--- config.mk ---
export PLATFORM = sky130hd
export DESIGN_NAME = dma_stream_fifo
export DESIGN_NICKNAME = d
export VERILOG_FILES = /design/src/rtl/dma_stream_fifo.sv
export SDC_FILE = /design/constraint.sdc
export NUM_CORES = 1
export LEC_CHECK = 0
export BUFFER_PORTS_ARGS = -buffer_cell sky130_fd_sc_hd__buf_4
export CORE_AREA = 2 2 219 221
export CTS_BUF_LIST = sky130_fd_sc_hd__clkbuf_8
export DETAILED_ROUTE_END_ITERATION = 8
export DIE_AREA = 0 0 221 223
export PLACE_DENSITY = 0.7
export SLEW_MARGIN = 20
export SYNTH_ARGS = -nofsm -noshare
export SYNTH_HDL_FRONTEND = slang
export SYNTH_SLANG_ARGS = --single-unit
--- constraint.sdc ---
create_clock -name clk -period 5.31 [get_ports clk]
set_input_delay 0 -clock clk [delete_from_list [all_inputs] [get_ports clk]]
set_output_delay 0 -clock clk [all_outputs]
set_load 0.02 [all_outputs]
--- src/rtl/dma_stream_fifo.sv ---
`default_nettype none
// ============================================================================
// Module   : dma_stream_fifo
// Brief    : FWFT DMA stream buffer with occupancy flags, burst-admission
//            checks, synchronous flush and peak-occupancy monitor.
// Revision : 2.0
// ============================================================================
module dma_stream_fifo #(
    parameter  int DATA_WIDTH   = 32,
    parameter  int DEPTH        = 16,
    parameter  int AFULL_LEVEL  = DEPTH - 2,
    parameter  int AEMPTY_LEVEL = 2,
    localparam int CW           = $clog2(DEPTH) + 1
) (
    input  logic                  clk,
    input  logic                  rst_n,
    input  logic                  flush,
    input  logic                  s_valid,
    input  logic [DATA_WIDTH-1:0] s_data,
    output logic                  s_ready,
    output logic                  m_valid,
    output logic [DATA_WIDTH-1:0] m_data,
    input  logic                  m_ready,
    output logic [CW-1:0]         level,
    output logic [CW-1:0]         free,
    output logic                  almost_full,
    output logic                  almost_empty,
    input  logic [CW-1:0]         wr_beats,
    output logic                  space_ok,
    input  logic [CW-1:0]         rd_beats,
    output logic                  data_ok,
    output logic [CW-1:0]         peak_level
);

    localparam logic [CW-1:0] c_DEPTH  = CW'(DEPTH);
    localparam logic [CW-1:0] c_AFULL  = CW'(AFULL_LEVEL);
    localparam logic [CW-1:0] c_AEMPTY = CW'(AEMPTY_LEVEL);
    localparam logic [CW-1:0] c_ONE    = CW'(1);

    logic [DATA_WIDTH-1:0] r_mem [DEPTH];
    logic [CW-1:0]         r_wr_ptr;
    logic [CW-1:0]         r_rd_ptr;
    logic [CW-1:0]         r_level;
    logic [CW-1:0]         r_peak;

    logic [CW-2:0]         w_wr_idx;
    logic [CW-2:0]         w_rd_idx;
    logic                  w_full;
    logic                  w_empty;
    logic                  w_push;
    logic                  w_pop;
    logic [CW-1:0]         w_level_nxt;

    assign w_wr_idx = r_wr_ptr[CW-2:0];
    assign w_rd_idx = r_rd_ptr[CW-2:0];
    assign w_full   = (r_wr_ptr[CW-1] != r_rd_ptr[CW-1]) && (w_wr_idx == w_rd_idx);
    assign w_empty  = (r_wr_ptr == r_rd_ptr);

    // Flush overrides both handshakes so neither side sees a transfer.
    assign w_push = s_valid && !w_full  && !flush;
    assign w_pop  = m_ready && !w_empty && !flush;

    always_comb begin
        w_level_nxt = r_level;
        if (w_push && !w_pop) begin
            w_level_nxt = r_level + c_ONE;
        end else if (w_pop && !w_push) begin
            w_level_nxt = r_level - c_ONE;
        end
    end

    always_ff @(posedge clk or negedge rst_n) begin
        if (!rst_n) begin
            r_wr_ptr <= '0;
            r_rd_ptr <= '0;
            r_level  <= '0;
            r_peak   <= '0;
        end else if (flush) begin
            r_wr_ptr <= '0;
            r_rd_ptr <= '0;
            r_level  <= '0;
            r_peak   <= '0;
        end else begin
            if (w_push) begin
                r_wr_ptr <= r_wr_ptr + c_ONE;
            end
            if (w_pop) begin
                r_rd_ptr <= r_rd_ptr + c_ONE;
            end
            r_level <= w_level_nxt;
            // Level never exceeds DEPTH, so the peak saturates on its own.
            if (w_level_nxt > r_peak) begin
                r_peak <= w_level_nxt;
            end
        end
    end

    always_ff @(posedge clk) begin
        if (w_push) begin
            r_mem[w_wr_idx] <= s_data;
        end
    end

    assign s_ready      = !w_full;
    assign m_valid      = !w_empty;
    assign m_data       = r_mem[w_rd_idx];
    assign level        = r_level;
    assign free         = c_DEPTH - r_level;
    assign almost_full  = (r_level >= c_AFULL);
    assign almost_empty = (r_level <= c_AEMPTY);
    assign space_ok     = (free >= wr_beats);
    assign data_ok      = (r_level >= rd_beats);
    assign peak_level   = r_peak;

endmodule
`default_nettype wire

Word level (Yosys, flattened, before mapping)
Memories as Yosys holds them, arrays and structs flattened.
Index checks and enable logic that the tools add are counted.
Widths: inputs -> output; s select.
{"block": "word_totals", "memories": 1, "ram_bits": 512, "register_bits": 20, "in_bits": 47}
{"memory": "r_mem", "depth": 16, "word_bits": 32, "read_ports": 1, "rd_clocked_by_memory_dff": 0, "write_ports": 1, "line_no": "40", "source": "logic [DATA_WIDTH-1:0] r_mem [DEPTH];"}
{"block": "classes", "n_eq_ne": 3, "muxes": 11, "n_reduce_logical": 15, "addsub": 5, "magnitude_cmp": 5}
{"cell": "$mux 5", "count": 9}
{"cell": "$add 5x1->5 const B", "count": 3}
{"cell": "$ge 5x5->1", "count": 2}
{"cell": "$logic_and 1x1->1", "count": 7}
{"cell": "$reduce_bool 2->1", "count": 3}
{"cell": "$eq 5x5->1", "count": 1}
{"cell": "$ge 5x4->1 const B", "count": 1}
{"cell": "$gt 5x5->1", "count": 1}
{"cell": "$le 5x2->1 const B", "count": 1}
{"cell": "$logic_not 1->1", "count": 5}
{"cell": "$sub 5x1->5 const B", "count": 1}
{"cell": "$sub 5x5->5 const A", "count": 1}
{"cell": "$eq 4x4->1", "count": 1}
{"cell": "$mux 1", "count": 2}
{"cell": "$ne 1x1->1", "count": 1}

Depth between registers and ports, before layout
Gate-level depths: netlist (run 1).
{"block": "logic_depth", "ltp_word": 12, "depth_mapped": 14}

Worst setup path after synthesis (run 1)
OpenSTA, ideal clock, no wires.
{"block": "synth_path", "kind": "reg-to-reg", "start": "register r_wr_ptr[3]", "end": "memory r_mem[0][0] (enable)", "required_ps": 4849, "t_arrival_ps": 3590, "setup_slack_ps": 1259, "n_path_buf": 1, "stages_incl_launch_ff": 8, "period_less_slack_ps": 4051, "setup_ps": 461, "path_cell_list": "dfrtp_1 > buf_2 > xnor2_2 > nand4_4 > nand2b_1 > and3b_1 > nand2_1 > nor3_1"}
{"block": "synth_between", "elab_chain_len": 7}
{"item": "start: declaration", "line_no": "41", "source": "logic [CW-1:0] r_wr_ptr;"}
{"item": "start signal: assignment", "line_no": "85", "source": "r_wr_ptr <= r_wr_ptr + c_ONE;"}
{"item": "$eq 4x4->1", "line_no": "56", "source": "assign w_full = (r_wr_ptr[CW-1] != r_rd_ptr[CW-1]) && (w_wr_idx == w_rd_idx);"}
{"item": "$logic_and 1x1->1", "line_no": "56"}
{"item": "$logic_not 1->1"}
{"item": "via s_ready", "line_no": "20", "source": "output logic s_ready,"}
{"item": "$logic_and 1x1->1 (2 in a row)", "line_no": "60", "source": "assign w_push = s_valid && !w_full && !flush;"}
{"item": "$mux 1", "line_no": "99", "source": "if (w_push) begin"}
{"item": "$mux 1 (implied by the code)", "line_no": "100", "source": "r_mem[w_wr_idx] <= s_data;"}
{"item": "end: declaration", "line_no": "40"}
The timed path passes the listed nets, and every way through them passes these cells.

Worst setup path in the final report (run 1)
{"block": "layout_path", "start": "register r_rd_ptr[1]", "end": "output m_data[30]"}
{"block": "layout_between", "elab_chain_len": 1}
{"item": "start: declaration", "line_no": "42", "source": "logic [CW-1:0] r_rd_ptr;"}
{"item": "start signal: assignment", "line_no": "88", "source": "r_rd_ptr <= r_rd_ptr + c_ONE;"}
{"item": "$mem_v2 16x32"}
{"item": "end: declaration", "line_no": "22", "source": "output logic [DATA_WIDTH-1:0] m_data,"}
Every way passes these cells.

==> impl_metrics.ini, run 1 <==
[sta]
setup_viol = 0
period_minus_slack_ns = 3.96
skew_ns = 0.0336
report.final.slew_viol_count = 0
rsz0062_at_grt = no
hold_violations = 0
worstMarginPinSlew_ns = 1.10
fin_crit_sh = 0.745
slew_headroom = 0.269
tns_ns = 0
maxClockFrequency_ghz = 0.253

[finish]
fin_nets = 1179
layout-drive-gt1-share = 0.357
nFillCells = 3591
multiInputGateArea_um2 = 4890
syn2layout_area_growth_pct = 16.4
regArea_um2 = 15900
diodes = 0
postLayoutCoreUtil = 0.517

[cts]
cts_tree = built
numCtsBuffers = 82
h-tree-depth = 3
cts.sinks = 532
cts-resized-gates = 0
clockRootBuffer = clkbuf_8
clock_latency_ns = 0.65
clock_path_buffers = 3
clk_pin_slew_ns = 0.06

[drt]
drc_errors = 0
drt_iter0_drc = 971
first_pass_iters = 6
ant_nets = 0
wl_per_cell_um = 23.8
vias_per_cell = 5.50
vias = 9755
routed_wl_um = 42200

[global_routing]
grt_pass1_wl_um = 63800
first_global_vias = 10200
grt_max_degree = 102
overflow = 0
antenna_found_initial = 2
grtUsageTotal = 0.175

[placement]
gp_congestion = 0.761
place.port_buffers = 99
hpwl_um = 23300

[floorplanning]
fp.dieW_um = 221
initial_core_util = 0.444
die_h_um = 223
io_pins = 100
core_area_um2 = 47100
dieArea_um2 = 49300
rows = 80

[worst_setup_path]
critPathArrivalTime_ns = 3.96
worstSetupPathType = register to output pin
cp.required_ns = 5.31
cpPeakStageDelay_ns = 0.97
cp_max_fo = 72
r2r_end = peak_level[4]
cpMaxStageDelayCell = buf_4
r2r_start = r_rd_ptr[2]
path_cells = buf_4 -> buf_4 -> mux4_2 -> mux4_2 -> buf_4
crit_path_start = r_rd_ptr[1]
path_buf_inv = 3
end_kind = output pin
crit_top_cell = buf_4
cp-start-kind = register
rrSetupSlack_ns = 1.77
reg2reg_depth = 14
path_delay_family = buffers and inverters

[power]
p_leak_nw = 7.86
power.density_nw_per_um2 = 380
ir_worst_vdd_uv = 226

[hold_path]
min_from = s_data[8]
hold_path_depth = 2
whs_endpoint = r_mem[11][8]
min_path_type = primary input to register

[yosys]
syn_avg_cell_area_um2 = 23.0
synthTopCellsByCount = edfxtp_1, mux4_2, nor2_1
synth-edff-count = 512
synthArstFlopShare = 0.0376
ys.flop_type = edfxtp_1
synthDistinctLibCells = 42
yosysWarnings = 0
yosys-top-cells-area = edfxtp_1, mux4_2, dfrtp_1, ha_1, nor2_1
syn_area_um2 = 20900
synthCells = 910
ys_ff_latch = 532
yosysTopAreaCell = edfxtp_1
synth_top_area_frac = 0.734
yosysSeqAreaShare = 0.758
yosysMostFrequentCell = edfxtp_1
syn_nets = 980

[flow_run]
max_cap_viol_count = 0

[outcome]
status = completed
## final cells by class
class	count	area share
Clock inverter	51	0.0135
Tap cell	615	0.0316
Multi-Input combinational cell	314	0.200
Inverter	18	0.00277
Clock buffer	82	0.0463
Sequential cell	532	0.652
Timing Repair Buffer	161	0.0539
## how the worst max path moves through the flow
stage	end	cells past startpoint	slack, ns
after floorplan	r_mem[0][0]	7	1.26
after detailed placement	peak_level[1]	14	1.79
after global routing	m_data[31]	5	1.20
after CTS	m_data[14]	5	1.25
final	m_data[30]	5	1.35
after global placement	peak_level[4]	14	1.86
## through the flow
step / total power [W] / hold WS, ns / area (µm²) / std cells / setup slack (ns)
3_3_place_gp: 0.00624 / -0.103 / 22600 / 1603 / 1.86
2_1_floorplan: 0.00581 / -0.296 / 20900 / 910 / 1.26
5_1_grt: 0.00965 / 0.200 / 24400 / 1773 / 1.20
6_report: 0.00926 / 0.194 / 24400 / 1773 / 1.35
4_1_cts: 0.00937 / 0.148 / 24400 / 1773 / 1.25
3_5_place_dp: 0.00626 / -0.0987 / 22600 / 1603 / 1.79
## routing by layer
layer / global-route usage / vias up / wire, µm
met5: 0 / - / 27
met3: 0.0328 / 47 / 2600
met1: 0.241 / 5150 / 17700
met2: 0.287 / 332 / 21200
li1: - / 4222 / -
met4: 0.0541 / 4 / 629
## registers in the layout, indices dropped and copies added (netlist names)
register / count
r_mem: 512
level: 5
peak_level: 5
r_rd_ptr: 5
r_wr_ptr: 5
## report_power, final
| group | switching [W] | internal, W | total [W] | leakage, nW |
|---|---|---|---|---|
| Sequential | 0.0000717 | 0.00465 | 0.00472 | 4.88 |
| Clock | 0.00147 | 0.00163 | 0.00310 | 0.829 |
| Combinational | 0.000714 | 0.000732 | 0.00145 | 2.16 |
## cell families (layout without fill, tap and decap cells)
logic type	count (synthesis)	after routing	synth area share
AO/OA/AOI/OAI	27	27	0.00974
XOR/XNOR	20	20	0.00980
adder cells (fa/ha/maj)	23	23	0.0137
buffers and inverters	64	312	0.0137
flip-flops	532	532	0.758
multiplexers	164	164	0.175
AND/OR/NAND/NOR	80	80	0.0201
## cell usage in the layout, fill, tap and decap left out, types with 4 or more instances in the layout
master,n
a21oi_1,5
buf_4,123
bufinv_16,4
clkbuf_8,82
clkinv_1,11
clkinv_2,6
dfrtp_1,16
dlygate4sd3_1,37
edfxtp_1,512
ha_1,23
inv_1,42
mux4_2,160
nand2_1,9
nand2b_1,11
nand4_1,4
nor2_1,20
nor2_4,12
nor2b_1,6
nor3_2,4
o21a_1,4
xnor2_1,9
xnor2_2,4
xor2_1,7
## what timing repair did
item	4_1_cts	5_1_grt
endpoints found under the hold margin	552	0
hold buffers	37	0
buffers inserted	0	0
endpoints found under the setup margin	0	0
Power figures use the tool's default switching activity.
==> inputs of run 2 (changes only) <==
==> constraint.sdc (replaced) <==
create_clock -name clk -period 3.73 [get_ports clk]
set_input_delay 0 -clock clk [delete_from_list [all_inputs] [get_ports clk]]
set_output_delay 0 -clock clk [all_outputs]
set_load 0.02 [all_outputs]
==> run 2 against run 1 <==
Critical path depth up 8. Final cell count up 0.96%. Setup slack worse by 0.91 ns. Routed wire length up 3.5%. Sequential share of layout area down 0.41 points. Sequential cell count unchanged. Utilization up 0.33 points. Global-route usage up 0.42 points. Via count up 1.4%.
==> impl_metrics.ini, run 2 (synthesized netlist as in run 1, its figures left out) <==
[global_routing]
first_global_vias = 10400
overflow = 0
grtUsageTotal = 0.179
grt_pass1_wl_um = 65300
antenna_found_initial = 0
use_met1 = 0.248
use_met2 = 0.288
grt_max_degree = 132
grt_util_met3 = 0.0333
grt-busiest-layer = met2

[worst_setup_path]
cp_max_fo = 11
cp-start-kind = register
worstSetupPathType = register to register
critPathArrivalTime_ns = 3.85
end_kind = register
cp.required_ns = 4.29

[cts]
clockRootBuffer = clkbuf_8
cts.sinks = 532
clk_pin_slew_ns = 0.06
cts_setup_buffers = 0
cts_tree = built
h-tree-depth = 3
cts-resized-gates = 0
clock_path_buffers = 3
holdBufCountCts = 38
clock_latency_ns = 0.64
numCtsBuffers = 83

[finish]
layout_common_cells = edfxtp_1, mux4_2, buf_4
fin_nets = 1182
stdcell_area_um2 = 24500
diodes = 0
top_register = r_mem
layout-drive-gt1-share = 0.353
syn2layout_area_growth_pct = 17.2
regArea_um2 = 15900
final_common_cell = edfxtp_1
nFillCells = 3626
multiInputGateArea_um2 = 4890
largest_reg_flops = 512

[drt]
first_pass_iters = 5
vias = 9889
routed_wl_um = 43700
drt_iter0_drc = 986
wl_per_cell_um = 24.4
vias_per_cell = 5.52
drc_errors = 0
ant_nets = 0

[sta]
maxClockFrequency_ghz = 0.305
fin_crit_sh = 0.880
slew_headroom = 0.392
period_minus_slack_ns = 3.28
skew_ns = 0.0310
setup_viol = 0
hold_violations = 0
worstMarginPinSlew_ns = 0.912
report.final.slew_viol_count = 0
tns_ns = 0
rsz0062_at_grt = no

[hold_path]
min_path_type = primary input to register

[floorplanning]
die_h_um = 223
dieArea_um2 = 49300
initial_core_util = 0.444
rows = 80
io_pins = 100
core_area_um2 = 47100
fp.dieW_um = 221

[placement]
place.port_buffers = 99
gp_congestion = 0.732
placedInstanceArea_um2 = 22600
hpwl_um = 21200

[power]
power.density_nw_per_um2 = 544
ir_worst_vdd_uv = 423
p_seq_frac = 0.500
p_int_w = 0.0101
clockPowerShare = 0.343
combinationalPowerShare = 0.157
switching_share = 0.246
netSwitchingPower_w = 0.00329
p_leak_nw = 7.93

[flow_run]
max_cap_viol_count = 0

[outcome]
status = completed
run 2: cell count changes in the layout (fill, tap and decap cells not counted), moves of 2 or more:
| cell | delta |
|---|---|
| buf_4 | -5 |
| clkinv_1 | +13 |
| buf_12 | +5 |
| inv_6 | -3 |
| clkinv_4 | +2 |
| clkbuf_8 | +3 |
run 2: area by class of cell:
type	count	area share
sequential	532	0.647
multi-input combinational	314	0.199
timing repair buffer	163	0.0567
clock buffer	85	0.0477
tap	615	0.0314
clock inverter	63	0.0149
inverter	18	0.00275
run 2: per-stage QoR:
step	worst slack, ns	hold WS [ns]	util	power, W	cells
after floorplan	-0.321	-0.296	-	0.00826	910
after global placement	0.633	-0.103	0.480	0.00885	1603
after detailed placement	0.475	-0.0936	0.480	0.00889	1603
after CTS	0.468	0.149	0.520	0.0135	1789
after global routing	0.173	0.203	0.520	0.0139	1790
final	0.447	0.204	0.520	0.0133	1790
run 2: power by group through the flow:
stage               logic, W  registers (W)  clock network, W
finish               0.00209        0.00667           0.00458
global route         0.00227        0.00667           0.00492
CTS                  0.00213        0.00667           0.00469
detailed placement   0.00210        0.00679                 0
global placement     0.00207        0.00678                 0
floorplan            0.00147        0.00679                 0
run 2: routing by layer:
| metal | share of wire | up-vias |
|---|---|---|
| li1 | - | 4248 |
| met1 | 0.42 | 5188 |
| met2 | 0.50 | 375 |
| met3 | 0.064 | 78 |
| met4 | 0.021 | 0 |
| met5 | 0 | - |
run 2: final timing paths:
path	startpoint	endpoint	slack, ns	depth (start not counted)
max	r_wr_ptr[2]	peak_level[4]	0.45	13
min	s_data[19]	r_mem[5][19]	0.20	2
max reg2reg	r_wr_ptr[2]	peak_level[4]	0.45	13
min reg2reg	peak_level[4]	peak_level[4]	0.57	2
max in group asynchronous	rst_n	r_rd_ptr[0]	2.86	4
min in group asynchronous	rst_n	level[3]	0.49	4
run 2: worst max-delay path: stages, from the launching register on:
cell and delay, ns:
dfrtp_1 0.65, xnor2_2 0.19, nand4_4 0.16, mux2_4 0.38, nor2_1 0.10, o32a_1 0.20
inv_1 0.06, ha_1 0.28, nor2b_1 0.14, o21a_1 0.12, o21ai_0 0.11, a21oi_1 0.50
o211ai_1 0.18, a21oi_1 0.15
